## src/rtl/move_command_tx_if.sv

```systemverilog
// Handshake and serial-output bundle between the path-math block and move_command_tx.
interface move_command_tx_if;
    logic        start;
    logic [11:0] move_command;
    logic        tx_out;
    logic        busy;
    logic        sent;

    modport master (output start, move_command, input tx_out, busy, sent);
    modport slave  (input start, move_command, output tx_out, busy, sent);
endinterface

```

## src/rtl/move_command_tx.sv

```systemverilog
// Serial move-command transmitter: header, gap, 12 data bits LSB first, stop; frame repeated REPEATS times.
// Define MOVE_TX_PARITY_EN to append an even-parity bit period after the data bits.
module move_command_tx #(
    parameter int BIT_CYCLES = 2700,
    parameter int REPEATS    = 3
) (
    input  logic             clock,
    input  logic             reset,
    move_command_tx_if.slave bus
);
    // state  | meaning
    // IDLE   | waiting for start
    // HEADER | line high for 4 bit periods
    // GAP    | line low for 1 bit period
    // DATA   | 12 command bits, LSB first
    // PARITY | even parity of the command (MOVE_TX_PARITY_EN only)
    // STOP   | line low for 2 bit periods, then next frame or FINISH
    // FINISH | one-cycle sent pulse
    localparam int              CNT_W    = (BIT_CYCLES > 1) ? $clog2(BIT_CYCLES) : 1;
    localparam logic [CNT_W-1:0] LAST_CNT = CNT_W'(BIT_CYCLES - 1);
    localparam logic [2:0]       LAST_REP = 3'(REPEATS - 1);

    typedef enum logic [2:0] {
        IDLE,
        HEADER,
        GAP,
        DATA,
`ifdef MOVE_TX_PARITY_EN
        PARITY,
`endif
        STOP,
        FINISH
    } state_t;

    state_t           state;
    logic [11:0]      cmd;
    logic [CNT_W-1:0] bit_cnt;
    logic [3:0]       bit_idx;
    logic [2:0]       rep_cnt;
    logic             tx_q;
    logic             busy_q;
    logic             sent_q;
    logic             period_end;
    logic [3:0]       next_idx;

    assign period_end  = (bit_cnt == LAST_CNT);
    assign next_idx    = bit_idx + 4'd1;
    assign bus.tx_out  = tx_q;
    assign bus.busy    = busy_q;
    assign bus.sent    = sent_q;

    always_ff @(posedge clock or posedge reset) begin
        if (reset) begin
            state   <= IDLE;
            cmd     <= '0;
            bit_cnt <= '0;
            bit_idx <= '0;
            rep_cnt <= '0;
            tx_q    <= 1'b0;
            busy_q  <= 1'b0;
            sent_q  <= 1'b0;
        end else begin
            sent_q <= 1'b0;
            // The period counter free-runs across state boundaries so no cycles are lost.
            if (state != IDLE && state != FINISH)
                bit_cnt <= period_end ? '0 : bit_cnt + CNT_W'(1);
            case (state)
                IDLE: begin
                    if (bus.start) begin
                        cmd     <= bus.move_command;
                        rep_cnt <= '0;
                        bit_cnt <= '0;
                        bit_idx <= '0;
                        tx_q    <= 1'b1;
                        busy_q  <= 1'b1;
                        state   <= HEADER;
                    end
                end
                HEADER: begin
                    if (period_end) begin
                        if (bit_idx == 4'd3) begin
                            bit_idx <= '0;
                            tx_q    <= 1'b0;
                            state   <= GAP;
                        end else begin
                            bit_idx <= next_idx;
                        end
                    end
                end
                GAP: begin
                    if (period_end) begin
                        bit_idx <= '0;
                        tx_q    <= cmd[0];
                        state   <= DATA;
                    end
                end
                DATA: begin
                    if (period_end) begin
                        if (bit_idx == 4'd11) begin
                            bit_idx <= '0;
`ifdef MOVE_TX_PARITY_EN
                            tx_q    <= ^cmd;
                            state   <= PARITY;
`else
                            tx_q    <= 1'b0;
                            state   <= STOP;
`endif
                        end else begin
                            bit_idx <= next_idx;
                            tx_q    <= cmd[next_idx];
                        end
                    end
                end
`ifdef MOVE_TX_PARITY_EN
                PARITY: begin
                    if (period_end) begin
                        tx_q  <= 1'b0;
                        state <= STOP;
                    end
                end
`endif
                STOP: begin
                    if (period_end) begin
                        if (bit_idx == 4'd1) begin
                            bit_idx <= '0;
                            rep_cnt <= rep_cnt + 3'd1;
                            if (rep_cnt == LAST_REP) begin
                                tx_q   <= 1'b0;
                                busy_q <= 1'b0;
                                sent_q <= 1'b1;
                                state  <= FINISH;
                            end else begin
                                tx_q  <= 1'b1;
                                state <= HEADER;
                            end
                        end else begin
                            bit_idx <= next_idx;
                        end
                    end
                end
                FINISH:  state <= IDLE;
                default: state <= IDLE;
            endcase
        end
    end
endmodule

```

## src/flat_wrapper.sv

```systemverilog
// flat-port wrapper written by rule: the top's interface ports become plain ports
module move_command_tx_flat 
#(
    parameter int BIT_CYCLES = 2700,
    parameter int REPEATS    = 3
)
  (clock, reset, bus_start, bus_move_command, bus_tx_out, bus_busy, bus_sent);
  move_command_tx_if bus_i ();
  input  logic clock;
  input  logic reset;
  input wire logic [$bits(bus_i.start)-1:0] bus_start;
  input wire logic [$bits(bus_i.move_command)-1:0] bus_move_command;
  output wire logic [$bits(bus_i.tx_out)-1:0] bus_tx_out;
  output wire logic [$bits(bus_i.busy)-1:0] bus_busy;
  output wire logic [$bits(bus_i.sent)-1:0] bus_sent;
  assign bus_i.start = bus_start;
  assign bus_i.move_command = bus_move_command;
  assign bus_tx_out = bus_i.tx_out;
  assign bus_busy = bus_i.busy;
  assign bus_sent = bus_i.sent;
  move_command_tx #(.BIT_CYCLES(BIT_CYCLES), .REPEATS(REPEATS)) u_core (.clock(clock), .reset(reset), .bus(bus_i));
endmodule
```

## config.mk

```make
export PLATFORM = sky130hd
export DESIGN_NAME = move_command_tx_flat
export DESIGN_NICKNAME = d
export VERILOG_FILES = /design/src/rtl/move_command_tx_if.sv /design/src/rtl/move_command_tx.sv /design/src/flat_wrapper.sv
export SDC_FILE = /design/constraint.sdc
export NUM_CORES = 1
export LEC_CHECK = 0
export CAP_MARGIN = 40
export CORE_ASPECT_RATIO = 1.4
export CORE_MARGIN = 4
export CORE_UTILIZATION = 40
export CTS_BUF_LIST = sky130_fd_sc_hd__clkbuf_4 sky130_fd_sc_hd__clkbuf_8
export CTS_CLUSTER_SIZE = 14
export DETAILED_ROUTE_END_ITERATION = 6
export PLACE_DENSITY = 0.68
export SLEW_MARGIN = 20
export SYNTH_ARGS = -nofsm -noshare
export SYNTH_HDL_FRONTEND = slang
export SYNTH_SLANG_ARGS = --single-unit
```

## constraint.sdc

```tcl
create_clock -name clock -period 2.29 [get_ports clock]
set_clock_uncertainty 0.15 [all_clocks]
set_input_delay 0.229 -clock clock [delete_from_list [all_inputs] [get_ports clock]]
set_output_delay 0.229 -clock clock [all_outputs]
set_load 0.02 [all_outputs]
```

==> metrics.md <==
| Metric | Value |
|---|---|
| P&R area growth vs syn | `17.81%` |
| First-pass GRT wire length | `7189 um` |
| Fin Hold WS | `0.1833 ns` |
| Gr usage total | `0.1357` |
| GR Overflow Total | `0` |
| Fin crit period | `2.002 ns` |
| CTS root buf | `clkbuf_8` |
| Wire per inst | `13.98 um` |
| DIE AREA | `0.006453 mm^2` |
| Pwr Density | `1026 mW/mm^2` |
| Largest net degree at the start of global routing | `38` |
| Fill count | `473` |
| Kind of critical path | `register to register` |
| Clock sinks | `37` |
| Register area | `925.9 um^2` |
| Crit-path max FO | `12` |
| Post-CTS resize count | `0` |
| Worst-path clk slew | `0.08 ns` |
| Total number of vias | `1546` |
| DIE WIDTH | `69.05 um` |
| Hold buffers post-CTS | `0` |
| Setup TNS | `0 ns` |
| CORE AREA | `0.004955 mm^2` |
| Cells on worst reg2reg path | `5` |
| Ant diodes | `0` |
| CP startpoint kind | `register` |
| Detail Route Antenna Nets | `0` |
| Final wirelength | `4039 um` |
| Pre-CTS setup slack | `0.2678 ns` |
| Critical Path Max Stage Delay | `0.44 ns` |
| Met2 wire len | `2011 um` |
| Fin. Hold Viols | `0` |
| DR WL met3 | `102 um` |
| # DRC | `0` |
| 1st-iter DRT viols | `111` |
| Vias/cell | `5.349` |
| Post-Syn Instances | `201` |
| Syn_area_per_cell | `10.38 um^2` |
| Yosys warns | `0` |
| Footprint of the multi-input gates | `0.001070 mm^2` |
| Worst setup margin | `0.2880 ns` |
| Layout cells sized above 1 | `0.1689` |
| Tightest Pin Transition | `0.4537 ns` |
| EDFF count, synth | `0` |
| Synth unique cells | `51` |
| Final Power | `2.522 mW` |
| Synth async-reset ratio | `1.000` |
| Met1 wire length | `1796 um` |
| Worst vdd ir | `0.6183 mV` |
| Clk_lat worst skew | `0.29 ns` |
| # IOs | `18` |
| Crit path DAT | `2.01 ns` |
| Pins Over Slew Limit | `0` |
| Status | `completed` |
| Commonest non-fill, non-tap cell in the layout | `dfrtp_1` |
| H-tree depth | `2` |
| Pleak | `1.048 nW` |
| Nets@finish | `244` |
| Reg-to-Reg End | `u_core.bit_cnt[0]` |
| DP HPWL | `3001 um` |
| Prevailing post-synth register cell | `dfrtp_1` |
| Fin crit share | `0.8742` |
| Postcts setup bufs | `0` |
| Syn nets | `221` |
| Highest Signal Layer | `met4` |
| Crit path cell chain | `ha_1 -> and2_1 -> and4_1 -> a21o_1 -> nor2_1` |
| CTS tree | `done` |
| GP Congestion | `0.8412` |
| Number of global-route vias before repair | `1585` |
| Rel. slew slack | `0.6976` |
| Reg2reg setup slack | `0.29 ns` |
| Sequential fraction of the synthesis area | `0.4436` |
| Max-Cap Viols | `0` |
| Clock Tree Buf Depth | `2` |
| Most frequent cells in the layout | `dfrtp_1, clkdlybuf4s50_1, nor2_1` |
| Die H | `93.47 um` |
| RSZ-0062 raised after global routing | `no` |
| Critical Path End Type | `register` |
| CTS buffer count | `5` |
| Final setup fails | `0` |
| First-pass DRT Iterations | `4` |
| Synthesis-stage register bit count | `37` |
| Utilization after layout | `0.4962` |
| Worst r2r src | `u_core.bit_cnt[0]` |
| Starting Density | `0.4212` |
| IO Port Bufs | `17` |
| Min-delay worst type | `input pin to async pin` |
| Slowest stage cell, crit path | `dfrtp_1` |
| Initial antenna violation count | `0` |
| Crit path required time | `2.30 ns` |
| Netlist Area Pre-Place | `0.002087 mm^2` |
| Fmax | `0.4995 GHz` |
| Core Rows | `30` |
-- how the worst max path moves through the flow --
stage | start | to | slack, ns | depth (start not counted)
after detailed placement | u_core.bit_cnt[0] | u_core.bit_cnt[0] | 0.27 | 5
after floorplan | u_core.bit_idx[1] | u_core.state[0] | 0.47 | 7
after CTS | u_core.bit_cnt[1] | u_core.bit_cnt[0] | 0.26 | 5
after global placement | u_core.bit_cnt[0] | u_core.bus.tx_out | 0.32 | 6
after global routing | u_core.bit_cnt[1] | u_core.bit_cnt[3] | 0.09 | 5
final | u_core.bit_cnt[0] | u_core.bit_cnt[0] | 0.29 | 5
-- through the flow --
step / std cells / instance area [um^2]
final: 289 / 2459
after floorplan: 201 / 2087
after global placement: 281 / 2344
after CTS: 289 / 2459
after global routing: 289 / 2459
after detailed placement: 281 / 2344
-- layout make-up --
type                    instances  area share
flip-flops and latches         37      0.3766
well taps                      64     0.03257
repair buffers                 26     0.09669
multi-input cells             146      0.4351
clock inverters                 3     0.01883
inverters                       8     0.01221
clock buffers                   5     0.02799
-- report_power, final --
| group | internal [mW] | switching (mW) | total, mW | leakage [nW] |
|---|---|---|---|---|
| logic | 0.493 | 0.439 | 0.932 | 0.531 |
| clock network | 0.326 | 0.252 | 0.578 | 0.0543 |
| registers | 0.853 | 0.159 | 1.01 | 0.463 |
-- cell families (layout without fill, tap and decap cells) --
family | Yosys count | after routing | share of synthesized area
and+or+nand+nor | 69 | 69 | 0.2032
AOI/OAI and AO/OA | 42 | 42 | 0.1181
DFF | 37 | 37 | 0.4436
buffers and inverters | 18 | 42 | 0.04377
muxes | 16 | 16 | 0.1013
xor gates and xnor gates | 12 | 12 | 0.05036
adders and majority gates | 7 | 7 | 0.03957
-- worst max-delay path, delay by kind of cell (launching register included) --
family / cells / cell delay (ns)
AND/OR/NAND/NOR: 3 / 0.68
adder cells (fa/ha/maj): 1 / 0.19
AO/OA/AOI/OAI: 1 / 0.42
flip-flops: 1 / 0.44
-- synth_stat cells, drive strengths merged, types with 5 or more instances --
master  instances  share of area
o21ai          16          0.038
xnor2           5          0.021
a21oi          12          0.029
ha              5          0.030
and3            7          0.021
xor2            7          0.029
nand2          13          0.023
mux2           11          0.059
nor2           15          0.027
inv             8          0.014
buf             8          0.026
dfrtp          37           0.44
nand3           6          0.017
-- state kept, by name, summed over array words and instances, names as in the netlist --
signal / count
u_core.bit_cnt: 12
u_core.bit_idx: 4
u_core.bus.busy: 1
u_core.bus.sent: 1
u_core.bus.tx_out: 1
u_core.cmd: 12
u_core.rep_cnt: 3
u_core.state: 3
-- per-layer routing --
layer,GRT usage,vias to the layer above
li1,-,761
met1,0.1646,745
met2,0.2293,30
met3,0.01935,10
met4,0.07655,0
met5,0,-
Note: power is estimated with default switching activity, not from simulation.
